File: config.mk
export PLATFORM = sky130hd
export DESIGN_NAME = sync_fifo
export DESIGN_NICKNAME = d
export VERILOG_FILES = /design/src/rtl/sync_fifo.sv
export SDC_FILE = /design/constraint.sdc
export NUM_CORES = 1
export LEC_CHECK = 0
export CAP_MARGIN = 25
export CORE_UTILIZATION = 64
export CTS_CLUSTER_DIAMETER = 60
export DETAILED_ROUTE_END_ITERATION = 10
export PLACE_DENSITY = 0.84
export SYNTH_ARGS = -nofsm -noshare
export SYNTH_HDL_FRONTEND = slang
export SYNTH_SLANG_ARGS = --single-unit
File: constraint.sdc
create_clock -name clk_i -period 5.6 [get_ports clk_i]
set_input_delay 0.56 -clock clk_i [delete_from_list [all_inputs] [get_ports clk_i]]
set_output_delay 0.56 -clock clk_i [all_outputs]
set_load 0.005 [all_outputs]
File: src/rtl/sync_fifo.sv
// -----------------------------------------------------------------------------
// sync_fifo
//   Parametrised single-clock FIFO used as the UART TX/RX buffer and as a
//   general SoC staging queue. Supports any depth >= 2 (not only powers of
//   two), an explicit occupancy count, programmable almost-full/almost-empty
//   thresholds, registered or show-ahead (FWFT) read mode, a synchronous
//   flush and sticky overflow/underflow flags.
//
// Parameters
//   DataWidth   bits per entry
//   Depth       number of entries (>= 2, any integer)
//   Fwft        0: rdata_o registered one cycle after a pop
//               1: rdata_o shows the head entry combinationally
//   AfullLevel  almost_full_o  when count >= AfullLevel  (1..Depth)
//   AemptyLevel almost_empty_o when count <= AemptyLevel (0..Depth-1)
//
// Ports
//   clk_i          clock, rising edge
//   rst_i          synchronous active-high reset
//   flush_i        synchronous clear of contents and error flags
//   wr_en_i/wdata_i push request and data
//   rd_en_i        pop request (in FWFT mode: acknowledge of the shown word)
//   rdata_o        read data, qualified by rvalid_o
//   full_o/empty_o/almost_full_o/almost_empty_o  status decoded from count
//   count_o        current occupancy
//   overflow_o     sticky: push refused because the FIFO was full
//   underflow_o    sticky: pop attempted while empty
// -----------------------------------------------------------------------------
module sync_fifo #(
  parameter int unsigned DataWidth   = 8,
  parameter int unsigned Depth       = 16,
  parameter bit          Fwft        = 1'b0,
  parameter int unsigned AfullLevel  = Depth - 2,
  parameter int unsigned AemptyLevel = 2,
  localparam int unsigned CountWidth = $clog2(Depth + 1)
) (
  input  logic                  clk_i,
  input  logic                  rst_i,
  input  logic                  flush_i,
  input  logic                  wr_en_i,
  input  logic [DataWidth-1:0]  wdata_i,
  input  logic                  rd_en_i,
  output logic [DataWidth-1:0]  rdata_o,
  output logic                  rvalid_o,
  output logic                  full_o,
  output logic                  empty_o,
  output logic                  almost_full_o,
  output logic                  almost_empty_o,
  output logic [CountWidth-1:0] count_o,
  output logic                  overflow_o,
  output logic                  underflow_o
);

  localparam int unsigned IdxWidth = (Depth > 1) ? $clog2(Depth) : 1;

  localparam logic [CountWidth-1:0] FullCount  = CountWidth'(Depth);
  localparam logic [CountWidth-1:0] AfullCount = CountWidth'(AfullLevel);
  localparam logic [CountWidth-1:0] AemptyCount = CountWidth'(AemptyLevel);
  localparam logic [IdxWidth-1:0]   IdxLast    = IdxWidth'(Depth - 1);

  // Parameter legality is checked at elaboration time.
  if (Depth < 2) begin : g_err_depth
    $error("sync_fifo: Depth must be >= 2");
  end
  if (AfullLevel < 1 || AfullLevel > Depth) begin : g_err_afull
    $error("sync_fifo: AfullLevel must be in 1..Depth");
  end
  if (AemptyLevel > Depth - 1) begin : g_err_aempty
    $error("sync_fifo: AemptyLevel must be in 0..Depth-1");
  end

  // Index increment with explicit wrap at Depth-1, so non-power-of-two
  // depths need no wrap bit.
  function automatic logic [IdxWidth-1:0] next_idx(input logic [IdxWidth-1:0] idx);
    return (idx == IdxLast) ? '0 : idx + IdxWidth'(1);
  endfunction

  logic [DataWidth-1:0]  mem_q [Depth];
  logic [IdxWidth-1:0]   wr_idx_q;
  logic [IdxWidth-1:0]   rd_idx_q;
  logic [CountWidth-1:0] count_q;
  logic [CountWidth-1:0] count_d;
  logic                  overflow_q;
  logic                  underflow_q;

  logic full;
  logic empty;
  logic rd_acc;
  logic wr_acc;
  logic overflow_set;
  logic underflow_set;

  // Status decode, all from the occupancy count.
  assign full  = (count_q == FullCount);
  assign empty = (count_q == '0);

  assign full_o         = full;
  assign empty_o        = empty;
  assign almost_full_o  = (count_q >= AfullCount);
  assign almost_empty_o = (count_q <= AemptyCount);
  assign count_o        = count_q;
  assign overflow_o     = overflow_q;
  assign underflow_o    = underflow_q;

  // A push into a full FIFO still succeeds when a pop frees a slot in the
  // same cycle; a pop from an empty FIFO never succeeds, even with a push.
  assign rd_acc = rd_en_i && !empty && !flush_i;
  assign wr_acc = wr_en_i && !flush_i && (!full || rd_acc);

  assign overflow_set  = wr_en_i && full && !rd_acc && !flush_i;
  assign underflow_set = rd_en_i && empty && !flush_i;

  always_comb begin
    count_d = count_q;
    case ({wr_acc, rd_acc})
      2'b10:   count_d = count_q + CountWidth'(1);
      2'b01:   count_d = count_q - CountWidth'(1);
      default: count_d = count_q;
    endcase
  end

  // Stage p0: indices, occupancy and sticky error flags.
  always_ff @(posedge clk_i) begin
    if (rst_i || flush_i) begin
      wr_idx_q    <= '0;
      rd_idx_q    <= '0;
      count_q     <= '0;
      overflow_q  <= 1'b0;
      underflow_q <= 1'b0;
    end else begin
      if (wr_acc) wr_idx_q <= next_idx(wr_idx_q);
      if (rd_acc) rd_idx_q <= next_idx(rd_idx_q);
      count_q <= count_d;
      if (overflow_set)  overflow_q  <= 1'b1;
      if (underflow_set) underflow_q <= 1'b1;
    end
  end

  // Storage is never cleared; reset/flush only move the indices.
  always_ff @(posedge clk_i) begin
    if (wr_acc) mem_q[wr_idx_q] <= wdata_i;
  end

  if (Fwft) begin : g_fwft
    // Head entry is always on the output; rd_en_i acknowledges it.
    assign rdata_o  = mem_q[rd_idx_q];
    assign rvalid_o = !empty;
  end else begin : g_reg
    logic [DataWidth-1:0] rdata_p1;
    logic                 vld_p1;

    // Stage p1: registered read data; rdata holds when nothing is popped.
    always_ff @(posedge clk_i) begin
      if (rst_i) begin
        rdata_p1 <= '0;
        vld_p1   <= 1'b0;
      end else begin
        vld_p1 <= rd_acc;
        if (rd_acc) rdata_p1 <= mem_q[rd_idx_q];
      end
    end

    assign rdata_o  = rdata_p1;
    assign rvalid_o = vld_p1;
  end

endmodule
Word-level counts from Yosys, hierarchy flattened
Memories as Yosys holds them, arrays and structs flattened. A register that Yosys moved wholly into a read port is not among the register bits.
Cells that the tools add are included.
- bits in registers: 16
- bits in latches: 0
- RAM bits: 128
- ROM bits: 0
- input bits: 13
- output and inout port bits: 20
- logic and storage cells: 40
- memories kept: 1
- add/sub/neg operators: 4
- $mul: 0
- divide/modulo/power cells: 0
- magnitude comparators: 2
- equal/unequal tests: 5
- shift-type cells: 0
- mux-type cells: 5
- bitwise logic cells: 0
- reductions and logical operators: 17
- memory list (memory ; words ; width ; read ports ; clocked after Yosys merged registers in ; write ports ; line ; text):
    mem_q ; 16 ; 8 ; 1 ; 1 ; 1 ; 78 ; logic [DataWidth-1:0] mem_q [Depth];
- operators by type and width (kind ; count):
    $pmux W5 S2 ; 1
    $logic_and A1 B1 Y1 ; 9
    $add A4 B1 Y4 const B ; 2
    $eq A4 B4 Y1 const B ; 2
    $mux W4 ; 2
    $add A5 B1 Y5 const B ; 1
    $eq A5 B5 Y1 const B ; 1
    $ge A5 B4 Y1 const B ; 1
    $le A5 B2 Y1 const B ; 1
    $logic_not A5 Y1 ; 1
    $sub A5 B1 Y5 const B ; 1
    $logic_not A1 Y1 ; 4
    $eq A2 B1 Y1 const B ; 1
    $eq A2 B2 Y1 const B ; 1
    $logic_or A1 B1 Y1 ; 2
    $mux W1 ; 2
    $reduce_bool A2 Y1 ; 1

Longest topological paths before layout
Gate-level depths: netlist (run 1).
- depth after elaboration: 8
- gate-level depth with buffers: 9
- mapped depth without buffers: 8

Worst setup path after synthesis (run 1)
OpenSTA, ideal clock, no wires.
- kind: reg-to-reg
- start point: reg count_q[0], in the netlist count_o[0]
- end point: reg count_q[4], in the netlist count_o[4]
- library setup time: 128 ps
- data arrival time: 2558 ps
- data required time: 5472 ps
- path slack: 2914 ps
- cell stages (with the launch flop): 10
- buffers on the path: 1
- period minus slack after synthesis: 2686 ps
- cells stage by stage: dfxtp_1 -> or4_1 -> buf_2 -> o21ai_1 -> nor2_1 -> fa_1 -> a21o_1 -> a211o_1 -> o221ai_1 -> a31oi_1
- word-level cells in the longest chain between the ends: 8
- elaborated cells between the ends (all ways): 14
- classes of those cells: add/sub: 2; eq/ne: 3; mux: 1; reduce/logical: 8
- RTL lines (element ; line ; text):
    start: declaration ; 81 ; logic [CountWidth-1:0] count_q;
    start signal: assignment ; 133 ; count_q <= count_d;
    $logic_not A5 Y1 ; 95 ; assign empty = (count_q == '0);
    $logic_not A1 Y1 ; 107 ; assign rd_acc = rd_en_i && !empty && !flush_i;
    $logic_and A1 B1 Y1 (2 in series) ; 107 ;
    $logic_or A1 B1 Y1 ; 108 ; assign wr_acc = wr_en_i && !flush_i && (!full || rd_acc);
    $logic_and A1 B1 Y1 ; 108 ;
    $eq A2 B1 Y1 / $eq A2 B2 Y1 (equally long branches) ; 115 ; case ({wr_acc, rd_acc})
    $pmux W5 S2 / $reduce_bool A2 Y1 (equally long branches) ; -- ;
Several ways; a longest one is shown, not always the timed one.
A chain may end at the register's enable or synchronous reset.

Worst setup path in the final report (run 1)
Same ends and word-level chain as after synthesis.

==> impl_metrics.env, run 1 <==
export IMPL_synth_edf_count=128
export IMPL_netlist_area_mm2=0.00618
export IMPL_final_cell_count_no_fill=550
export IMPL_cts_buffers_inserted=17
export IMPL_htree_levels=4
export IMPL_placedCellCount=515
export IMPL_final_cell_area_mm2=0.00716
export IMPL_route_detailed_drc=0
export IMPL_drive_above_1_share=0.159
export IMPL_max_freq_mhz=325
export IMPL_yosys_cell_types_count=47
export IMPL_grt_ovfl_total=0
export IMPL_portBuffers=32
export IMPL_final_common_cell="edfxtp_1"
export IMPL_tns_ns=0
export IMPL_grt_use_total=0.279
export IMPL_post_route_period_util=0.550
export IMPL_clockRootBuffer="clkbuf_8"
export IMPL_nets=430
export IMPL_p_leak_uw=0.00226
export IMPL_crit_type="reg -> reg"
export IMPL_end_kind="flop"
export IMPL_first_iter_violations=343
export IMPL_timing_hold_ws_ns=0.479
export IMPL_vias=3597
export IMPL_cts_tree="built"
export IMPL_tightest_slew_ns=0.807
export IMPL_rows=35
export IMPL_ant_nets=0
export IMPL_hpwlAfterDp_um=7620
export IMPL_peakVddDrop_uv=272
export IMPL_ios=33
export IMPL_status="completed"
export IMPL_cts_sinks=152
export IMPL_rsz0062_at_grt="false"
export IMPL_cts_hold_buf=0
export IMPL_crit_path_max_fanout=8
export IMPL_wl_per_cell_um=23.3
export IMPL_fill_cells=490
export IMPL_routed_via_density=6.54
export IMPL_dieArea_mm2=0.0100
export IMPL_yosysSeqAreaShare=0.700
export IMPL_worstPathRequired_ns=6.00
export IMPL_insertion_delay_ns=0.53
export IMPL_grt_max_degree=31
export IMPL_antenna_found_initial=0
export IMPL_placedInstanceArea_mm2=0.00658
export IMPL_final_cell_mix="edfxtp_1 (128), nor2_1 (35), clkdlybuf4s50_1 (32), mux4_2 (24), dfxtp_1 (23)"
export IMPL_gp_congestion=0.889
export IMPL_syn_area_per_cell_um2=16.6
export IMPL_arrival_ns=3.48
export IMPL_slew_headroom=0.460
export IMPL_routed_wl_um=12800
export IMPL_synth_fp_nets=394
export IMPL_clockBufferDepth=2
export IMPL_drv_slew=0
export IMPL_p_per_area_mw_per_mm2=332
export IMPL_start_util=0.665
export IMPL_first_pass_iters=4
export IMPL_grt_pass1_vias=3490
export IMPL_die_w_um=100
export IMPL_async_flop_share=0
export IMPL_die_h_um=100
export IMPL_num_antenna_cells=0
export IMPL_syn_to_final_growth_pct=15.9
export IMPL_post_cts_buffers=0
export IMPL_path_clk_slew_ns=0.07
export IMPL_hold_path_class="reg -> reg"
export IMPL_post_cts_resized=0
export IMPL_netlist_instances=372
export IMPL_yosysWarnings=0
export IMPL_synth_seq_cells=152
export IMPL_yosys_most_used_dff="edfxtp_1"
export IMPL_skew_ns=0.0104
export IMPL_finalCriticalPeriod_ns=3.08
export IMPL_grt_pass1_wl_um=19400
export IMPL_coreArea_mm2=0.00928
export IMPL_setup_viol=0
export IMPL_finalHoldViolCount=0
export IMPL_cp_start_kind="flop"
export IMPL_drv_cap=0
## worst paths after layout
check	end	depth (start not counted)	slack (ns)	from
hold reg to reg	underflow_o$_SDFFE_PP0P_	2	0.48	underflow_o$_SDFFE_PP0P_
setup reg to reg	count_o[4]$_SDFFE_PP0P_	8	2.52	count_o[0]$_SDFFE_PP0P_
hold / removal	underflow_o$_SDFFE_PP0P_	2	0.48	underflow_o$_SDFFE_PP0P_
setup / recovery	count_o[4]$_SDFFE_PP0P_	8	2.52	count_o[0]$_SDFFE_PP0P_
## metrics by stage
step	utilization	total power, µW	setup slack (ns)
final	0.771	2380	2.52
after global routing	0.771	2440	2.39
after CTS	0.769	2380	2.54
after detailed placement	0.708	1340	2.19
after global placement	0.708	1340	2.28
after floorplan	-	1300	2.91
## logic make-up (layout without fill, tap and decap cells)
logic type	after synthesis	after routing	share of synthesized area
buffers and inverters	25	74	0.0194
AO/OA/AOI/OAI	67	67	0.0810
AND/OR/NAND/NOR	72	72	0.0559
multiplexers	43	43	0.118
adder cells (fa/ha/maj)	9	9	0.0194
flip-flops	152	152	0.700
XOR/XNOR	4	4	0.00567
## cell type report
class | count | area [µm²] | area share
Sequential cell | 152 | 4330 | 0.604
Clock buffer | 23 | 500 | 0.0699
Multi-Input combinational cell | 195 | 1730 | 0.242
Tap cell | 129 | 161 | 0.0226
Clock inverter | 9 | 61.3 | 0.00857
Timing Repair Buffer | 38 | 360 | 0.0504
Inverter | 4 | 15.0 | 0.00210
## registers in the layout (all words and copies together), names as in the netlist
register,count
underflow_o,1
count_o,5
mem_q,128
rd_idx_q,4
overflow_o,1
rdata_o,8
rvalid_o,1
wr_idx_q,4
## routing by layer
layer	up-vias	part of all wire	track usage
met3	31	0.079	0.0689
li1	1565	-	-
met2	214	0.50	0.442
met4	0	0.028	0.130
met1	1787	0.39	0.368
met5	-	0	0
## critical path: stages, from the launching register on
cell     delay (ns)
dfxtp_1        0.41
or4_1          0.71
o21ai_1        0.41
nor2_1         0.19
fa_1           0.43
a21o_1         0.21
a21oi_1        0.26
mux2i_1        0.23
a31oi_1        0.10
## cell usage after synthesis, types with 8 or more instances
cell / n / area [µm²]
ha_1: 8 / 100
a311oi_1: 8 / 70.1
nor3_1: 9 / 45.0
clkbuf_1: 10 / 37.5
nor2_1: 35 / 131
nand2_1: 10 / 37.5
dfxtp_1: 24 / 480
edfxtp_1: 128 / 3840
mux4_2: 24 / 541
o22ai_1: 8 / 50.1
mux2i_1: 19 / 190
a22oi_1: 8 / 60.1
a31oi_1: 12 / 75.1
a21oi_1: 10 / 50.1
## power by group
part           internal (µW)  total, µW  switching, µW  leakage, µW
clock                    624       1060            434     0.000278
sequential              1230       1240           6.47      0.00135
combinational           32.1       78.6           46.5     0.000636
Note: power is estimated with default switching activity, not from simulation.
==> run 2: changes to the inputs <==
Settings changed: CORE_UTILIZATION 64 to 59, PLACE_DENSITY 0.84 to 0.79.
Clock period 5.6 ns to 3.2 ns, I/O delays scaled along.
==> impl_metrics.env, run 2 (synthesis gave the netlist of run 1 again) <==
export IMPL_end_kind="flop"
export IMPL_grt_max_degree=22
export IMPL_cp_start_kind="flop"
export IMPL_wl_per_cell_um=22.3
export IMPL_drv_slew=0
export IMPL_cp_cell_sequence="or4_1, o21ai_1, nor2_1, fa_1, a21o_1, a21oi_1, mux2i_1, a31oi_1"
export IMPL_syn_to_final_growth_pct=18.0
export IMPL_vias=3559
export IMPL_r2r_slack_ns=0.35
export IMPL_routed_wl_um=12700
export IMPL_peakVddDrop_uv=510
export IMPL_start_util=0.620
export IMPL_max_freq_mhz=351
export IMPL_min_to="overflow_o$_SDFFE_PP0P_"
export IMPL_regToRegEndpoint="count_o[4]$_SDFFE_PP0P_"
export IMPL_num_antenna_cells=0
export IMPL_pwr_share_clk=0.449
export IMPL_crit_type="reg -> reg"
export IMPL_ant_nets=0
export IMPL_startpoint="count_o[0]$_SDFFE_PP0P_"
export IMPL_fin_util=0.732
export IMPL_rsz0062_at_grt="false"
export IMPL_drv_cap=0
export IMPL_post_route_period_util=0.890
export IMPL_combPwrFrac=0.034
export IMPL_first_pass_iters=5
export IMPL_routed_via_density=6.27
export IMPL_post_cts_resized=0
export IMPL_p_sw_uw=865
export IMPL_min_from="overflow_o$_SDFFE_PP0P_"
export IMPL_arrival_ns=3.25
export IMPL_post_cts_buffers=0
export IMPL_cts_hold_buf=0
export IMPL_grt_pass1_wl_um=19900
export IMPL_cts_buffers_inserted=17
export IMPL_insertion_delay_ns=0.52
export IMPL_hold_path_class="reg -> reg"
export IMPL_grt_pass1_vias=3539
export IMPL_status="completed"
export IMPL_rr_worst_depth=8
export IMPL_cts_tree="built"
export IMPL_nets=444
export IMPL_route_detailed_drc=0
export IMPL_r2r_start="count_o[0]$_SDFFE_PP0P_"
export IMPL_coreArea_mm2=0.00995
export IMPL_grt_use_total=0.256
export IMPL_first_iter_violations=335
export IMPL_worstHoldPathCells=2
export IMPL_clockBufferDepth=2
export IMPL_dieArea_mm2=0.0109
export IMPL_worstPathRequired_ns=3.60
export IMPL_p_per_area_mw_per_mm2=575
export IMPL_finalCriticalPeriod_ns=2.85
export IMPL_gp_congestion=0.833
export IMPL_cp_slowest_stage_delay_ns=0.59
export IMPL_slew_headroom=0.453
export IMPL_swShare=0.206
export IMPL_timing_hold_ws_ns=0.477
export IMPL_finalHoldViolCount=0
export IMPL_p_leak_uw=0.00232
export IMPL_rows=36
export IMPL_tns_ns=0
export IMPL_skew_ns=0.00917
export IMPL_path_clk_slew_ns=0.07
export IMPL_drive_above_1_share=0.186
export IMPL_tightest_slew_ns=0.815
export IMPL_cts_sinks=152
export IMPL_crit_path_max_fanout=8
export IMPL_final_common_cell="edfxtp_1"
export IMPL_seqPwrFrac=0.517
export IMPL_die_w_um=104
export IMPL_die_h_um=104
export IMPL_largest_reg_flops=128
export IMPL_portBuffers=32
export IMPL_hpwlAfterDp_um=7790
export IMPL_ios=33
export IMPL_antenna_found_initial=0
export IMPL_setup_viol=0
export IMPL_largest_register="mem_q"
export IMPL_cp_slowest_cell="or4_1"
export IMPL_grt_ovfl_total=0
export IMPL_internal_power_uw=3330
export IMPL_clockRootBuffer="clkbuf_8"
export IMPL_htree_levels=4
export IMPL_final_cell_mix="edfxtp_1 (128), nor2_1 (35), clkdlybuf4s50_1 (32), mux4_2 (24), dfxtp_1 (23)"
run 2: worst max-delay path: cells and delay by family, from the launching register on:
family          cells  cell delay [ns]
compound gates      4             0.93
simple gates        2             0.76
mux                 1             0.22
fa+ha+maj           1             0.42
flops               1             0.41
run 2: area by class of cell:
type	count	area (µm²)
Tap cell	133	166
Inverter	4	15.0
Fill cell	596	2670
Timing Repair Buffer	52	483
Sequential cell	152	4330
Clock buffer	18	418
Clock inverter	14	149
Multi-Input combinational cell	195	1730
run 2: per-stage QoR:
step	power [µW]	std cells	cell area, µm²	setup slack, ns
floorplan	2270	372	6180	0.514
global placement	2340	536	6720	0.463
detailed placement	2350	536	6720	0.369
CTS	4220	568	7290	0.381
global route	4330	568	7290	0.184
finish	4190	568	7290	0.351
run 2: worst max path at each step:
stage	to	slack, ns	depth (start not counted)
after floorplan	count_o[4]$_SDFFE_PP0P_	0.51	9
after CTS	count_o[4]$_SDFFE_PP0P_	0.38	8
after global placement	count_o[4]$_SDFFE_PP0P_	0.46	9
after detailed placement	count_o[4]$_SDFFE_PP0P_	0.37	9
after global routing	count_o[4]$_SDFFE_PP0P_	0.18	8
final	count_o[4]$_SDFFE_PP0P_	0.35	8
run 2: power groups by stage:
stage	sequential, µW	combinational (µW)	clock, µW
finish	2170	142	1880
global route	2170	153	2010
CTS	2170	141	1910
detailed placement	2210	139	0
global placement	2210	136	0
floorplan	2210	64.1	0
run 2: metal layers:
layer / routed length [µm] / vias up / part of all wire / track usage
met4: 284 / 0 / 0.022 / 0.118
met5: 0 / - / 0 / 0
met1: 5350 / 1761 / 0.42 / 0.354
met2: 5980 / 177 / 0.47 / 0.377
met3: 1040 / 21 / 0.082 / 0.0783
li1: - / 1600 / - / -
